[src/rtl/fp_sub_seq.sv]
// Iterative FP32 subtractor: out = inputA - inputB. Truncates, does not round, has no IEEE special cases.
// Latency from accept is min(d,SHIFT_CAP)+k+4 cycles; the zero-sum case takes min(d,SHIFT_CAP)+3; the zero-operand bypass takes 1.
// Backpressure: one operation in flight at a time. out is held in DONE until out_ready; in_ready is high only in IDLE.
// Ports: clk/rst (async active-high); in_valid/in_ready/inputA/inputB operand handshake;
//        out_valid/out_ready/out result handshake.
module fp_sub_seq #(
   parameter int SHIFT_CAP = 24
) (
   input  logic        clk,
   input  logic        rst,
   input  logic        in_valid,
   output logic        in_ready,
   input  logic [31:0] inputA,
   input  logic [31:0] inputB,
   output logic        out_valid,
   input  logic        out_ready,
   output logic [31:0] out
);

   localparam logic [7:0] CAP = 8'(SHIFT_CAP);

   typedef enum logic [2:0] {IDLE, ALIGN, ADD, NORM, DONE} state_t;

   state_t      state, nextState;
   logic [7:0]  cnt;
   logic [23:0] manL, manS, manN;
   logic        signL, signS, signR;
   logic [7:0]  expR;

   // operand prep (only used on the accept edge)
   logic [7:0]  expA, expB, diff, capped;
   logic        signBNeg, aBig, bypassA, bypassB;
   // add stage
   logic [24:0] sum;
   logic        sumSign;

   assign in_ready = (state == IDLE) && !rst;

   always_comb begin
      expA     = inputA[30:23];
      expB     = inputB[30:23];
      signBNeg = ~inputB[31];
      aBig     = (expA >= expB);   // a tie keeps A as the larger operand
      diff     = aBig ? (expA - expB) : (expB - expA);
      capped   = (diff > CAP) ? CAP : diff;
      bypassA  = (inputA == 32'h0);
      bypassB  = (inputB == 32'h0);
   end

   always_comb begin
      sum     = '0;
      sumSign = signL;
      if (signL == signS) begin
         sum     = {1'b0, manL} + {1'b0, manS};
         sumSign = signL;
      end else if (manS < manL) begin
         sum     = {1'b0, manL} - {1'b0, manS};
         sumSign = signL;
      end else begin
         sum     = {1'b0, manS} - {1'b0, manL};
         sumSign = signS;
      end
   end

   always_comb begin
      nextState = state;
      case (state)
         IDLE:  if (in_valid) nextState = (bypassA || bypassB) ? DONE : ALIGN;
         ALIGN: if (cnt == 8'd0) nextState = ADD;
         ADD:   nextState = (sum == 25'd0) ? DONE : NORM;
         NORM:  if (manN[23]) nextState = DONE;
         DONE:  if (out_ready) nextState = IDLE;
         default: nextState = IDLE;
      endcase
   end

   always_ff @(posedge clk or posedge rst) begin
      if (rst) state <= IDLE;
      else     state <= nextState;
   end

   always_ff @(posedge clk or posedge rst) begin
      if (rst) begin
         cnt       <= '0;
         manL      <= '0;
         manS      <= '0;
         manN      <= '0;
         signL     <= 1'b0;
         signS     <= 1'b0;
         signR     <= 1'b0;
         expR      <= '0;
         out       <= '0;
         out_valid <= 1'b0;
      end else begin
         case (state)
            IDLE: if (in_valid) begin
               cnt   <= capped;
               manL  <= aBig ? {1'b1, inputA[22:0]} : {1'b1, inputB[22:0]};
               manS  <= aBig ? {1'b1, inputB[22:0]} : {1'b1, inputA[22:0]};
               signL <= aBig ? inputA[31] : signBNeg;
               signS <= aBig ? signBNeg : inputA[31];
               expR  <= aBig ? expA : expB;
               if (bypassA) begin
                  out       <= {signBNeg, inputB[30:0]};
                  out_valid <= 1'b1;
               end else if (bypassB) begin
                  out       <= inputA;
                  out_valid <= 1'b1;
               end
            end
            ALIGN: if (cnt != 8'd0) begin
               manS <= manS >> 1;
               cnt  <= cnt - 8'd1;
            end
            ADD: begin
               signR <= sumSign;
               if (sum == 25'd0) begin
                  out       <= 32'h0;
                  out_valid <= 1'b1;
               end else if (sum[24]) begin
                  // carry out: renormalise right, the dropped LSB is truncated
                  manN <= sum[24:1];
                  expR <= expR + 8'd1;
               end else begin
                  manN <= sum[23:0];
               end
            end
            NORM: begin
               if (!manN[23]) begin
                  manN <= manN << 1;
                  expR <= expR - 8'd1;
               end else begin
                  out       <= {signR, expR, manN[22:0]};
                  out_valid <= 1'b1;
               end
            end
            DONE: if (out_ready) out_valid <= 1'b0;
            default: ;
         endcase
      end
   end

endmodule

[config.mk]
export PLATFORM = sky130hd
export DESIGN_NAME = fp_sub_seq
export DESIGN_NICKNAME = d
export VERILOG_FILES = /design/src/rtl/fp_sub_seq.sv
export SDC_FILE = /design/constraint.sdc
export NUM_CORES = 1
export LEC_CHECK = 0
export BUFFER_PORTS_ARGS = -buffer_cell sky130_fd_sc_hd__buf_4
export CAP_MARGIN = 20
export CORE_MARGIN = 5
export CORE_UTILIZATION = 55
export DETAILED_ROUTE_END_ITERATION = 10
export PLACE_DENSITY = 0.73
export SYNTH_ARGS = -nofsm -noshare
export SYNTH_HDL_FRONTEND = slang
export SYNTH_SLANG_ARGS = --single-unit
export TNS_END_PERCENT = 20
[constraint.sdc]
create_clock -name clk -period 4.2 [get_ports clk]
set_input_delay 0.42 -clock clk [delete_from_list [all_inputs] [get_ports clk]]
set_output_delay 0.42 -clock clk [all_outputs]
set_load 0.01 [all_outputs]
==> results.json <==
{
  "post_cts_hold_buffer_count": 0,
  "skew_ps": 19.4,
  "setup-tns-final_ps": 0,
  "crit_path_start_kind": "flop",
  "synth_common_cells": "183 x sky130_fd_sc_hd__a21oi_1, 163 x sky130_fd_sc_hd__nor2_1, 139 x sky130_fd_sc_hd__nand2_1, 135 x sky130_fd_sc_hd__o21ai_0, 127 x sky130_fd_sc_hd__dfrtp_1",
  "regToRegStartpoint": "manL[17]$_DFFE_PP0P_",
  "dr_total_vias": 14100,
  "cts-root-to-sink-buffers": 2,
  "worst_slew_pin_slew_ps": 1050,
  "final-setup-viol-count": 0,
  "yosys.cell_types.count": 76,
  "worst_hold_path_type": "in -> async",
  "end_kind": "flop",
  "num_rows": 54,
  "detailedRoute.firstIterationViolations": 1715,
  "synth_top_flop_cell": "sky130_fd_sc_hd__dfrtp_1",
  "core_region_area_sq_um": 21900,
  "synthMostInstantiatedCell": "sky130_fd_sc_hd__a21oi_1",
  "fin_crit_sh_pct": 96.7,
  "synth_area_sq_um": 12300,
  "clock_network_latency_to_the_later_pin_of_the_worst_skew_pair_ps": 430,
  "initial_cell_density_of_the_core_pct": 56.0,
  "slew_headroom_pct": 29.5,
  "antenna_found_initial": 1,
  "yosys-top-cells-area": "sky130_fd_sc_hd__dfrtp_1 26%, sky130_fd_sc_hd__ha_1 10%, sky130_fd_sc_hd__a21oi_1 7.5%, sky130_fd_sc_hd__mux2i_1 5.6%, sky130_fd_sc_hd__o21ai_0 5.5%",
  "cts_tree": "done",
  "routed_wire_per_std_cell_microns": 23.9,
  "finalWorstPathRequiredPeriod_ps": 4060,
  "die_w_microns": 159,
  "avg_inst_size_synth_sq_um": 7.72,
  "cp_data_required_time_ps": 4480,
  "cts.sinks": 127,
  "diodes_inserted": 0,
  "pin_count": 102,
  "clkSlewWorstSetupHoldPaths_ps": 70,
  "cts_root_buf": "sky130_fd_sc_hd__clkbuf_16",
  "maxClockFrequency_mhz": 246,
  "area_of_the_die_sq_um": 25400,
  "reg2reg_to": "out[2]$_DFFE_PP0P_",
  "status": "finished clean",
  "synthesized_netlist_net_count": 1761,
  "synth_top_cell_by_area": "sky130_fd_sc_hd__dfrtp_1",
  "totalWireLength_microns": 49900,
  "number_of_detailed_route_iterations_in_the_first_pass": 5,
  "grt_pass1_wl_microns": 76100,
  "grt_max_degree": 73,
  "post-dp-hpwl_microns": 38600,
  "remaining_drc_errors": 0,
  "drive_above_1_share_pct": 23.1,
  "drtAntennaViolNets": 0,
  "timing.critical_path.fanout_max": 19,
  "timing.final.max_slew_violations": 0,
  "number_of_port_buffers": 101,
  "nNetsFinal": 1971,
  "maxCapViolCount": 0,
  "worst-r2r-setup-slack_ps": 140,
  "gp_congestion": 1.07,
  "hold_violations": 0,
  "die_h_microns": 159,
  "yosysSeqAreaShare_pct": 25.9,
  "synth_top_area_share_pct": 25.9,
  "synthesis.instances": 1588,
  "synth_async_sr_flop_share_pct": 100,
  "gr_util_all_layers_pct": 37.6,
  "globalRouteOverflowTotal": 0,
  "synth_edf_count": 0,
  "synth-seq-cells": 127,
  "cts_inserted_buffers": 17,
  "critical_path_class": "reg -> reg",
  "vias_in_the_first_global_route": 13500,
  "via_per_inst": 6.72,
  "worst-r2r-cell-count": 16,
  "cts_htree_levels": 4,
  "area_delta_synth_final_pct": 25.6,
  "arrival_worst_endpoint_ps": 4340,
  "synthesis.yosys.warnings": 0,
  "worst_hold_slack_ps": 145
}
## cells by family after synthesis
| logic type | Yosys count | share of synthesized area [%] |
|---|---|---|
| compound gates | 552 | 28.6 |
| xor+xnor | 29 | 2.07 |
| fa+ha+maj | 105 | 11.1 |
| simple gates | 507 | 19.6 |
| mux | 78 | 6.55 |
| buf+inv | 190 | 6.26 |
| flops | 127 | 25.9 |
## cell usage in the layout (no fill, tap or decap), drive strengths merged, types with 6 or more instances in the layout
master,count
buf,287
a21oi,183
nor2,163
nand2,139
o21ai,139
dfrtp,127
ha,99
inv,96
mux2i,69
nor3,36
nor4,31
a211oi,31
nand3,28
a32oi,25
a21o,23
nor2b,23
a31o,22
clkbuf,21
and2,19
xnor2,19
o31ai,17
nand2b,16
nand4,16
o21bai,12
a221oi,11
o211ai,10
xor2,10
and3,9
or3,9
mux2,8
a32o,8
a31oi,8
o21a,8
o31a,6
fa,6
or4,6
## flip-flops by register name (all words and copies together), names as in the netlist
name,count
cnt,8
signR,1
signS,1
manN,24
out_valid,1
signL,1
out,32
state,3
manL,24
manS,24
expR,8
## layout make-up
| cell class | count | area, sq um |
|---|---|---|
| Fill cell | 1834 | 6490 |
| Multi-Input combinational cell | 1271 | 8660 |
| Sequential cell | 127 | 3180 |
| Timing Repair Buffer | 288 | 2280 |
| Clock buffer | 20 | 447 |
| Inverter | 93 | 352 |
| Tap cell | 280 | 350 |
| Clock inverter | 11 | 131 |
## worst max-delay path: stages (launching register included)
cell	delay, ps
sky130_fd_sc_hd__dfrtp_1	420
sky130_fd_sc_hd__inv_1	70
sky130_fd_sc_hd__ha_1	300
sky130_fd_sc_hd__buf_4	140
sky130_fd_sc_hd__buf_4	160
sky130_fd_sc_hd__inv_1	60
sky130_fd_sc_hd__nor4_1	440
sky130_fd_sc_hd__nand4_1	240
sky130_fd_sc_hd__o21ai_0	370
sky130_fd_sc_hd__a21oi_1	90
sky130_fd_sc_hd__o31ai_1	300
sky130_fd_sc_hd__xnor2_1	210
sky130_fd_sc_hd__a211oi_1	300
sky130_fd_sc_hd__and4_4	310
sky130_fd_sc_hd__a21o_4	200
sky130_fd_sc_hd__buf_12	170
sky130_fd_sc_hd__a32oi_1	130
## timing repair
action,4_1_cts,5_1_grt
pin swaps,3,18
endpoints found under the setup margin,58,68
setup buffers,2,5
resized for setup,4,66
cloned,0,2
## routing by layer
layer  routed length [microns]  part of all wire, %  vias to the layer above  global-route usage [%]
met5                        12                0.024                        -                       0
met4                      2900                  5.8                        2                    18.6
met3                      5790                   12                      191                    8.21
met2                     21900                   44                      956                    57.6
met1                     19300                   39                     6702                    50.4
li1                          -                    -                     6199                       -
## how the worst max path moves through the flow
stage / cells after the start / endpoint / slack (ps) / start
2_1_floorplan: 1 / cnt[0]$_DFFE_PP0P_ / 400 / rst
3_3_place_gp: 17 / manN[16]$_DFFE_PP0P_ / -140 / manL[4]$_DFFE_PP0P_
3_5_place_dp: 16 / manN[4]$_DFFE_PP0P_ / -170 / manL[4]$_DFFE_PP0P_
4_1_cts: 15 / manN[4]$_DFFE_PP0P_ / 10 / manL[15]$_DFFE_PP0P_
5_1_grt: 14 / manN[15]$_DFFE_PP0P_ / -20 / manL[11]$_DFFE_PP0P_
6_report: 16 / out[2]$_DFFE_PP0P_ / 140 / manL[17]$_DFFE_PP0P_
## metrics by stage
stage	area, sq um	utilization [%]	instances	setup WS [ps]
after floorplan	12300	-	1588	396
after global placement	14400	65.9	2050	-143
after detailed placement	14400	65.9	2050	-172
after CTS	15000	68.7	2083	15.0
after global routing	15400	70.4	2090	-16.0
final	15400	70.4	2090	140
Power is not shown: default switching activity piles up to over one toggle a cycle in this logic, so the estimate is an artifact.
